File: config.mk
export PLATFORM = sky130hd
export DESIGN_NAME = key_event_decoder_flat
export DESIGN_NICKNAME = d
export VERILOG_FILES = /design/src/rtl/key_pkg.sv /design/src/rtl/key_event_decoder_if.sv /design/src/rtl/key_timer.sv /design/src/rtl/key_event_decoder.sv /design/src/flat_wrapper.sv
export SDC_FILE = /design/constraint.sdc
export NUM_CORES = 1
export LEC_CHECK = 0
export CORE_UTILIZATION = 40
export DETAILED_ROUTE_END_ITERATION = 10
export DONT_BUFFER_PORTS = 1
export PLACE_DENSITY_LB_ADDON = 0.25
export SKIP_LAST_GASP = 1
export SYNTH_ARGS = -nofsm -noshare
export SYNTH_HDL_FRONTEND = slang
export SYNTH_HIERARCHICAL = 1
export SYNTH_SLANG_ARGS = --single-unit
File: constraint.sdc
create_clock -name sys_clk -period 4.6 [get_ports sys_clk]
set_input_delay 0.46 -clock sys_clk [delete_from_list [all_inputs] [get_ports sys_clk]]
set_output_delay 0.46 -clock sys_clk [all_outputs]
set_load 0.02 [all_outputs]
File: src/rtl/key_pkg.sv
// Shared types and constants for the key event decoder: one-hot state codes,
// 26-bit cycle counter type and default timing constants for a 50 MHz clock.
package key_pkg;

  localparam int unsigned CNT_W          = 26;
  localparam int unsigned LONG_CYC_DEF   = 50_000_000;
  localparam int unsigned DCLICK_CYC_DEF = 15_000_000;
  localparam int unsigned REPEAT_CYC_DEF = 10_000_000;

  typedef logic [CNT_W-1:0] cnt_t;

  typedef enum logic [4:0] {
    ST_IDLE      = 5'b00001,
    ST_PRESSED   = 5'b00010,
    ST_LONG_HELD = 5'b00100,
    ST_WAIT_2ND  = 5'b01000,
    ST_PRESSED2  = 5'b10000
  } key_fsm_e;

  // A cycle count must be at least 2 and still fit the counter.
  function automatic logic param_ok(input int unsigned cyc);
    return (cyc >= 2) && (cyc <= (32'd1 << CNT_W) - 32'd1);
  endfunction

  // Terminal value seen in the last cycle of an interval of 'cyc' cycles.
  function automatic cnt_t term_of(input int unsigned cyc);
    return cnt_t'(cyc - 32'd1);
  endfunction

endpackage

File: src/rtl/key_event_decoder_if.sv
// Key decoder bus: debounced key strobe/level in, gesture pulses and held level out.
interface key_event_decoder_if;

  logic key_flag;
  logic key_state;
  logic short_press;
  logic long_press;
  logic double_click;
  logic key_repeat;
  logic key_held;

  modport master (
    output key_flag, key_state,
    input  short_press, long_press, double_click, key_repeat, key_held
  );

  modport slave (
    input  key_flag, key_state,
    output short_press, long_press, double_click, key_repeat, key_held
  );

endinterface

File: src/rtl/key_timer.sv
// Saturating cycle counter with synchronous clear, count enable and a
// combinational terminal-compare against a caller-supplied limit.
module key_timer
  import key_pkg::*;
(
  input  logic sys_clk,
  input  logic rst,
  input  logic clr_i,
  input  logic en_i,
  input  cnt_t limit_i,
  output logic hit_o
);

  cnt_t cnt_q;

  always_ff @(posedge sys_clk) begin
    if (rst || clr_i) begin
      cnt_q <= '0;
    end else if (en_i && (cnt_q != '1)) begin
      cnt_q <= cnt_q + cnt_t'(1);
    end
  end

  assign hit_o = (cnt_q == limit_i);

endmodule

File: src/rtl/key_event_decoder.sv
// Turns debounced key strobes into short/long/double-click pulses and a held level.
// Define KEY_REPEAT_EN to add auto-repeat pulses while a long press is held.
module key_event_decoder
  import key_pkg::*;
#(
  parameter int unsigned LONG_CYC   = LONG_CYC_DEF,
  parameter int unsigned DCLICK_CYC = DCLICK_CYC_DEF,
  parameter int unsigned REPEAT_CYC = REPEAT_CYC_DEF
) (
  input logic           sys_clk,
  input logic           rst,
  key_event_decoder_if.slave key_bus
);

  if (!param_ok(LONG_CYC) || !param_ok(DCLICK_CYC) || !param_ok(REPEAT_CYC)) begin : g_param_check
    $error("key_event_decoder: cycle parameters must lie in 2..2^26-1");
  end

  localparam cnt_t LONG_TERM   = term_of(LONG_CYC);
  localparam cnt_t DCLICK_TERM = term_of(DCLICK_CYC);

  key_fsm_e state_q, state_d;
  logic     short_q, short_d;
  logic     long_q, long_d;
  logic     dclick_q, dclick_d;
  logic     held_q, held_d;
  logic     tmr_clr, tmr_en, tmr_hit;
  cnt_t     tmr_lim;
  logic     press_ev, release_ev;

  assign press_ev   = key_bus.key_flag & ~key_bus.key_state;
  assign release_ev = key_bus.key_flag &  key_bus.key_state;

`ifdef KEY_REPEAT_EN
  localparam cnt_t REPEAT_TERM = term_of(REPEAT_CYC);
  logic rpt_q, rpt_d, rpt_tick;
`endif

  key_timer u_timer (
    .sys_clk (sys_clk),
    .rst     (rst),
    .clr_i   (tmr_clr),
    .en_i    (tmr_en),
    .limit_i (tmr_lim),
    .hit_o   (tmr_hit)
  );

  always_comb begin
    state_d  = state_q;
    short_d  = 1'b0;
    long_d   = 1'b0;
    dclick_d = 1'b0;
    tmr_en   = 1'b0;
    tmr_lim  = LONG_TERM;
`ifdef KEY_REPEAT_EN
    rpt_d    = 1'b0;
    rpt_tick = 1'b0;
`endif
    // Key-flag events are tested before timeouts so they win a same-cycle tie.
    case (state_q)
      ST_IDLE: begin
        if (press_ev) state_d = ST_PRESSED;
      end
      ST_PRESSED: begin
        tmr_en  = 1'b1;
        tmr_lim = LONG_TERM;
        if (release_ev) begin
          state_d = ST_WAIT_2ND;
        end else if (tmr_hit) begin
          long_d  = 1'b1;
          state_d = ST_LONG_HELD;
        end
      end
      ST_LONG_HELD: begin
`ifdef KEY_REPEAT_EN
        tmr_en  = 1'b1;
        tmr_lim = REPEAT_TERM;
        if (release_ev) begin
          state_d = ST_IDLE;
        end else if (tmr_hit) begin
          rpt_d    = 1'b1;
          rpt_tick = 1'b1;
        end
`else
        if (release_ev) state_d = ST_IDLE;
`endif
      end
      ST_WAIT_2ND: begin
        tmr_en  = 1'b1;
        tmr_lim = DCLICK_TERM;
        if (press_ev) begin
          dclick_d = 1'b1;
          state_d  = ST_PRESSED2;
        end else if (tmr_hit) begin
          short_d = 1'b1;
          state_d = ST_IDLE;
        end
      end
      ST_PRESSED2: begin
        if (release_ev) state_d = ST_IDLE;
      end
      default: begin
        state_d = ST_IDLE;
      end
    endcase

`ifdef KEY_REPEAT_EN
    tmr_clr = (state_d != state_q) | rpt_tick;
`else
    tmr_clr = (state_d != state_q);
`endif
    held_d = (state_d == ST_PRESSED) || (state_d == ST_LONG_HELD) || (state_d == ST_PRESSED2);
  end

  always_ff @(posedge sys_clk) begin
    if (rst) begin
      state_q  <= ST_IDLE;
      short_q  <= 1'b0;
      long_q   <= 1'b0;
      dclick_q <= 1'b0;
      held_q   <= 1'b0;
    end else begin
      state_q  <= state_d;
      short_q  <= short_d;
      long_q   <= long_d;
      dclick_q <= dclick_d;
      held_q   <= held_d;
    end
  end

`ifdef KEY_REPEAT_EN
  always_ff @(posedge sys_clk) begin
    if (rst) begin
      rpt_q <= 1'b0;
    end else begin
      rpt_q <= rpt_d;
    end
  end
  assign key_bus.key_repeat = rpt_q;
`else
  assign key_bus.key_repeat = 1'b0;
`endif

  assign key_bus.short_press  = short_q;
  assign key_bus.long_press   = long_q;
  assign key_bus.double_click = dclick_q;
  assign key_bus.key_held     = held_q;

endmodule

File: src/flat_wrapper.sv
// flat-port wrapper written by rule: the top's interface ports become plain ports
module key_event_decoder_flat import key_pkg::*;
#(
  parameter int unsigned LONG_CYC   = LONG_CYC_DEF,
  parameter int unsigned DCLICK_CYC = DCLICK_CYC_DEF,
  parameter int unsigned REPEAT_CYC = REPEAT_CYC_DEF
)
  (sys_clk, rst, key_bus_key_flag, key_bus_key_state, key_bus_short_press, key_bus_long_press, key_bus_double_click, key_bus_key_repeat, key_bus_key_held);
  key_event_decoder_if key_bus_i ();
  input logic sys_clk;
  input logic rst;
  input wire logic [$bits(key_bus_i.key_flag)-1:0] key_bus_key_flag;
  input wire logic [$bits(key_bus_i.key_state)-1:0] key_bus_key_state;
  output wire logic [$bits(key_bus_i.short_press)-1:0] key_bus_short_press;
  output wire logic [$bits(key_bus_i.long_press)-1:0] key_bus_long_press;
  output wire logic [$bits(key_bus_i.double_click)-1:0] key_bus_double_click;
  output wire logic [$bits(key_bus_i.key_repeat)-1:0] key_bus_key_repeat;
  output wire logic [$bits(key_bus_i.key_held)-1:0] key_bus_key_held;
  assign key_bus_i.key_flag = key_bus_key_flag;
  assign key_bus_i.key_state = key_bus_key_state;
  assign key_bus_short_press = key_bus_i.short_press;
  assign key_bus_long_press = key_bus_i.long_press;
  assign key_bus_double_click = key_bus_i.double_click;
  assign key_bus_key_repeat = key_bus_i.key_repeat;
  assign key_bus_key_held = key_bus_i.key_held;
  key_event_decoder #(.LONG_CYC(LONG_CYC), .DCLICK_CYC(DCLICK_CYC), .REPEAT_CYC(REPEAT_CYC)) u_core (.sys_clk(sys_clk), .rst(rst), .key_bus(key_bus_i));
endmodule
==> run_results.csv, run 1 <==
group,metric,value,unit
run_status,status,"finished clean",
critical_path,critPathTopFamily,"simple AND/OR/NAND/NOR gates",
min_path,hp-class,"in -> reg",
route,drc_errors,0,
floorplan,core-area,5574,sq um
critical_path,crit_chain,"or3_1 -> nor2_1 -> nand2_1 -> inv_1 -> xor2_1 -> nor4_1 -> nand3_1 -> nor4_1 -> o31ai_1 -> a21oi_1 -> a221o_1 -> or2_2 -> nor2_1 -> a41o_1",
synthesis,ys_ff_latch,35,
synthesis,synth_warnings,6,
cts,clock_latency,0.28,ns
route,num_vias,1878,
final_layout,fill_cells,570,
place,io_buffer_count,0,
critical_path,path_class,"reg -> reg",
synthesis,syn_area,2332,sq um
synthesis,synth-seq-area-share,30.04,%
critical_path,crit_arrival,4.01,ns
timing,finalSetupViolations,0,
timing,slew_viol_final,0,
cts,root_buffer,"clkbuf_8",
floorplan,initial_core_util,41.84,%
pwr,p_int,417.5,uW
floorplan,die_y,78.36,um
timing,fin_crit_sh,83.28,%
cts,clkTransAtPathRegs,0.07,ns
cts,cts_tree,"yes",
timing,period_needed,3.831,ns
synthesis,synth_top_area_share,30.04,%
synthesis,synth_area_leaders,"dfxtp_1 30%, xnor2_1 9.8%, xor2_1 7.1%",
grt,grt_usage,17.52,%
final_layout,nets,283,
timing,final_hold_viol_count,0,
synthesis,synth_area_per_cell,8.638,sq um
final_layout,final_cells,349,
floorplan,io_pins,9,
pwr,seqPwrFrac,56.3,%
critical_path,cp_data_required_time,4.78,ns
synthesis,ys_async_sr_fraction,0,%
grt,grt_overflow,0,
floorplan,num_rows,27,
synthesis,ys.flop_type,"dfxtp_1",
critical_path,max_stage_delay,0.63,ns
grt,grt_pass1_vias,1769,
place,routabilityCongestion,0.8502,
floorplan,fp.dieArea,6140,sq um
timing,whs,0.2404,ns
grt,antenna_found_initial,0,
flow_run,drv_cap,0,
cts,clock_sinks,35,
timing,tns,0,ns
synthesis,yosysTopAreaCell,"dfxtp_1",
route,ant_nets,0,
synthesis,synth_cell_types,55,
route,drt_iter0_markers,59,
critical_path,critPathLaunchType,"register",
timing,max_slew_margin,43.47,%
route,wl,4.872,mm
critical_path,worst_setup_path_end_kind,"register",
pwr,net-switching-power,129.5,uW
cts,ctsLongestPathBuffers,2,
cts,postCtsHoldBufs,0,
final_layout,final_util,44.44,%
timing,rsz0062_at_grt,"no",
route,avgRoutedWirePerCell,13.96,um
synthesis,synth_edf_count,0,
timing,max_freq,0.2610,GHz
route,routed_via_density,5.381,
pwr,clockPowerShare,37.4,%
critical_path,crit_buf_inv,1,
pwr,swShare,23.67,%
final_layout,area_growth,6.223,%
floorplan,die_x,78.36,um
final_layout,drive_gt1_share,9.747,%
route,dr.pass1.iters,4,
cts,cts_setup_buffers,0,
place,hpwl,3.572,mm
pwr,cellLeakagePower,0.8407,nW
grt,grt_pass1_wl,8.418,mm
cts,cts_resized,0,
place,dp.cells,343,
critical_path,critPathMaxFanout,24,
final_layout,diodes,0,
synthesis,synth_commonest_cells,"35 x dfxtp_1, 28 x nor2_1, 26 x xnor2_1, 19 x xor2_1, 16 x nand2_1",
timing,tightest_slew,0.8448,ns
pwr,p_comb_share,6.3,%
grt,grt_max_degree,25,
critical_path,slowest_stage,"nor4_1",
timing,finClkSkew,0.004448,ns
synthesis,synth_cells,270,
cts,cts_buffers,5,
cts,cts.htree.levels,2,
pwr,power_per_cell_area,220.8,nW/um^2
pwr,vdd_drop_max,0.00009177,V
synthesis,yosysMostFrequentCell,"dfxtp_1",
-- layout make-up --
type                    count  area [sq um]  share of cell area (%)
clock buffers               6         72.57                   2.929
inverters                   5         18.77                  0.7576
repair buffers              1         7.507                  0.3030
well taps                  72         90.09                   3.636
multi-input cells         230          1588                   64.09
flip-flops and latches     35         700.7                   28.28
-- state kept, by name (all words and copies together) (netlist names) --
name                         cells
u_core/key_bus.double_click      1
u_core/key_bus.key_held          1
u_core/key_bus.long_press        1
u_core/key_bus.short_press       1
u_core/state_q                   5
u_core/u_timer/cnt_q            26
-- layout by cell type, fill, tap and decap left out, types with 5 or more instances in the layout --
| cell type | instances |
|---|---|
| a31oi_1 | 6 |
| dfxtp_1 | 35 |
| a21oi_1 | 6 |
| nand2_1 | 16 |
| clkbuf_8 | 5 |
| conb_1 | 18 |
| inv_1 | 5 |
| and3_1 | 5 |
| nor2_1 | 28 |
| a211oi_1 | 7 |
| nor3_1 | 6 |
| nand3_1 | 12 |
| nand2b_1 | 6 |
| xor2_1 | 19 |
| nand4_1 | 5 |
| xnor2_1 | 26 |
| nor4_1 | 10 |
-- per-layer routing --
| layer | GRT usage, % | up-vias | wire, um |
|---|---|---|---|
| li1 | - | 968 | - |
| met1 | 23.89 | 869 | 2494 |
| met2 | 26.14 | 29 | 2124 |
| met3 | 3.837 | 12 | 123 |
| met4 | 8.148 | 0 | 131 |
| met5 | 0 | - | 0 |
-- final timing paths --
| check | from | endpoint | slack (ns) | depth (start not counted) |
|---|---|---|---|---|
| worst max register to register | u_core/state_q[4] | u_core/u_timer/cnt_q[9] | 0.77 | 14 |
| worst min-delay path | rst | u_core/state_q[3] | 0.24 | 1 |
| worst max-delay path | u_core/state_q[4] | u_core/u_timer/cnt_q[9] | 0.77 | 14 |
| worst min register to register | u_core/u_timer/cnt_q[1] | u_core/u_timer/cnt_q[1] | 0.51 | 2 |
-- metrics by stage --
stage          instance area [sq um]  worst slack (ns)  power [mW]
2_1_floorplan                   2392             1.268      0.3440
4_1_cts                         2477            0.7599      0.5561
3_3_place_gp                    2405            0.9276      0.3491
5_1_grt                         2477            0.3532      0.5777
6_report                        2477            0.7693      0.5470
3_5_place_dp                    2405            0.7776      0.3491
-- logic make-up (layout without fill, tap and decap cells) --
| kind of cell | Yosys count | count (layout) | share of synthesized area, % |
|---|---|---|---|
| compound gates | 45 | 45 | 16.26 |
| flops | 35 | 35 | 30.04 |
| mux | 1 | 1 | 0.4292 |
| buf+inv | 21 | 12 | 4.452 |
| other cells | 2 | 18 | 0.3220 |
| simple gates | 120 | 120 | 31.06 |
| fa+ha+maj | 1 | 1 | 0.5364 |
| xor+xnor | 45 | 45 | 16.90 |
-- worst reg2reg max path: cells and delay by family (launching register included) --
kind	cells	cell delay [ns]
compound gates	4	0.70
xor+xnor	1	0.09
buf+inv	1	0.24
flops	1	0.41
simple gates	8	2.28
-- power by group through the flow --
| stage | sequential (mW) | combinational (mW) | clock [mW] |
|---|---|---|---|
| finish | 0.308 | 0.0345 | 0.205 |
| global route | 0.308 | 0.0391 | 0.231 |
| global placement | 0.315 | 0.0344 | 0 |
| floorplan | 0.312 | 0.0317 | 0 |
| detailed placement | 0.315 | 0.0344 | 0 |
| CTS | 0.308 | 0.0346 | 0.214 |
Power figures use the tool's default switching activity.
==> inputs of run 2 (changes only) <==
clock period = 3.9 ns   (was 4.6 ns; I/O delays follow)
==> run 2 against run 1 <==
- largest cell class unchanged
- hold slack worse by 0.072 ns
- wire length is 8.8% higher
- combinational power is 23% higher
- fmax is 9.3% higher
- non-clock buffer count is 3 higher
- final cell count is 1.1% higher
- sequential power is 18% higher
- global-route usage is 1.4 points higher
- die area stayed put
- clock power is 32% higher
==> run_results.csv, run 2 (same netlist as run 1, synthesis figures left out) <==
group,metric,value,unit
cts,cts_tree,"yes",
timing,max_freq,0.2853,GHz
route,avgRoutedWirePerCell,15.02,um
pwr,cellLeakagePower,0.8662,nW
place,io_buffer_count,0,
min_path,hp-start,"rst",
floorplan,die_y,78.36,um
critical_path,critPathMaxFanout,16,
critical_path,r2r-start,"u_core/state_q[4]",
route,dr.pass1.iters,4,
timing,max_slew_margin,43.16,%
grt,grt_pass1_vias,1759,
final_layout,mostFrequentLayoutCells,"35 x dfxtp_1, 28 x nor2_1, 26 x xnor2_1",
route,drc_errors,0,
critical_path,critPathLaunchType,"register",
place,place_ws,0.4468,ns
grt,grt_pass1_wl,8.859,mm
route,drt_iter0_markers,124,
floorplan,core-area,5574,sq um
min_path,whs_path_depth,1,
critical_path,path_class,"reg -> reg",
critical_path,worst_setup_path_end_kind,"register",
cts,postCtsHoldBufs,0,
flow_run,drv_cap,0,
critical_path,reg2regPathDepth,15,
cts,clkTransAtPathRegs,0.07,ns
timing,period_needed,3.505,ns
timing,tns,0,ns
floorplan,initial_core_util,41.84,%
grt,grt_overflow,0,
final_layout,reg_top3,"u_core/u_timer/cnt_q: 26 flops, u_core/state_q: 5 flops",
final_layout,area_growth,7.833,%
place,postPlaceCellArea,2427,sq um
final_layout,diodes,0,
critical_path,r2r_slack,0.39,ns
floorplan,fp.dieArea,6140,sq um
pwr,vdd_drop_max,0.0001303,V
timing,finalSetupViolations,0,
route,num_vias,1905,
critical_path,crit_arrival,3.71,ns
timing,whs,0.1683,ns
grt,grt_max_degree,17,
grt,grt_usage,18.91,%
critical_path,r2r-end,"u_core/u_timer/cnt_q[4]",
final_layout,largest_reg_flops,26,
pwr,power_per_cell_area,268.5,nW/um^2
place,hpwl,3.852,mm
min_path,hold_end,"u_core/state_q[1]",
route,ant_nets,0,
final_layout,fin_area,2515,sq um
cts,ctsLongestPathBuffers,2,
timing,fin_crit_sh,89.88,%
final_layout,drive_gt1_share,11.39,%
cts,clock_latency,0.29,ns
floorplan,io_pins,9,
min_path,hp-class,"in -> reg",
cts,cts_setup_buffers,0,
route,routed_via_density,5.397,
final_layout,fill_cells,571,
timing,timing.final.ws_setup,0.3947,ns
grt,antenna_found_initial,0,
critical_path,cp_data_required_time,4.11,ns
cts,cts.htree.levels,2,
timing,finClkSkew,0.007675,ns
timing,final_hold_viol_count,0,
timing,rsz0062_at_grt,"no",
cts,cts_resized,0,
cts,cts_buffers,5,
floorplan,num_rows,27,
floorplan,die_x,78.36,um
route,wl,5.301,mm
run_status,status,"finished clean",
cts,root_buffer,"clkbuf_8",
cts,clock_sinks,35,
timing,slew_viol_final,0,
final_layout,nets,286,
timing,tightest_slew,0.8495,ns
final_layout,layout_commonest_cell,"dfxtp_1",
final_layout,largest-register,"u_core/u_timer/cnt_q",
place,routabilityCongestion,0.8042,
run 2: cell count changes in the layout (fill, tap and decap cells not counted):
cell	change
clkbuf_8	+1
clkinv_2	+1
clkbuf_1	-1
buf_4	+3
run 2: worst max-delay path by stage:
stage / endpoint / cells past startpoint / slack (ns) / start
6_report: u_core/u_timer/cnt_q[4] / 15 / 0.39 / u_core/state_q[4]
3_5_place_dp: u_core/u_timer/cnt_q[4] / 15 / 0.45 / u_core/state_q[4]
4_1_cts: u_core/u_timer/cnt_q[4] / 15 / 0.41 / u_core/state_q[4]
2_1_floorplan: u_core/u_timer/cnt_q[14] / 15 / 0.57 / u_core/state_q[2]
3_3_place_gp: u_core/u_timer/cnt_q[4] / 15 / 0.56 / u_core/state_q[4]
5_1_grt: u_core/u_timer/cnt_q[4] / 15 / 0.14 / u_core/state_q[4]
run 2: critical path, cell delays in order (launching register included):
cell and delay (ns):
dfxtp_1 0.41, or3_1 0.45, nor2_1 0.13, nand2_1 0.27
inv_1 0.23, xor2_1 0.17, nor4_1 0.06, nand3_1 0.08
nor4_1 0.05, buf_4 0.14, o31ai_1 0.24, a21oi_1 0.10
a221o_1 0.29, or2_2 0.40, buf_4 0.23, a211oi_1 0.17
run 2: final cells by class:
type / instances / area [sq um] / share of cell area (%)
Timing Repair Buffer: 4 / 30.03 / 1.194
Multi-Input combinational cell: 230 / 1588 / 63.13
Clock buffer: 6 / 82.58 / 3.284
Sequential cell: 35 / 700.7 / 27.86
Inverter: 5 / 18.77 / 0.7463
Tap cell: 72 / 90.09 / 3.582
Clock inverter: 1 / 5.005 / 0.1990
run 2: routing by layer:
metal | vias up | share of wire [%] | GRT usage (%)
li1 | 989 | - | -
met5 | - | 0 | 0
met3 | 8 | 4.2 | 4.070
met4 | 0 | 1.4 | 7.222
met2 | 37 | 42 | 27.46
met1 | 871 | 52 | 27.05
run 2: power breakdown:
part           leakage [nW]  switching, mW  internal, mW
Combinational         0.537         0.0267        0.0158
Sequential            0.282        0.00412         0.359
Clock                0.0470          0.131         0.139
run 2: metrics by stage:
step / std cells / power, mW / utilization [%]
floorplan: 286 / 0.4057 / -
global placement: 346 / 0.4129 / 43.55
detailed placement: 346 / 0.4129 / 43.55
global route: 353 / 0.7095 / 45.12
CTS: 353 / 0.6854 / 45.12
finish: 353 / 0.6753 / 45.12
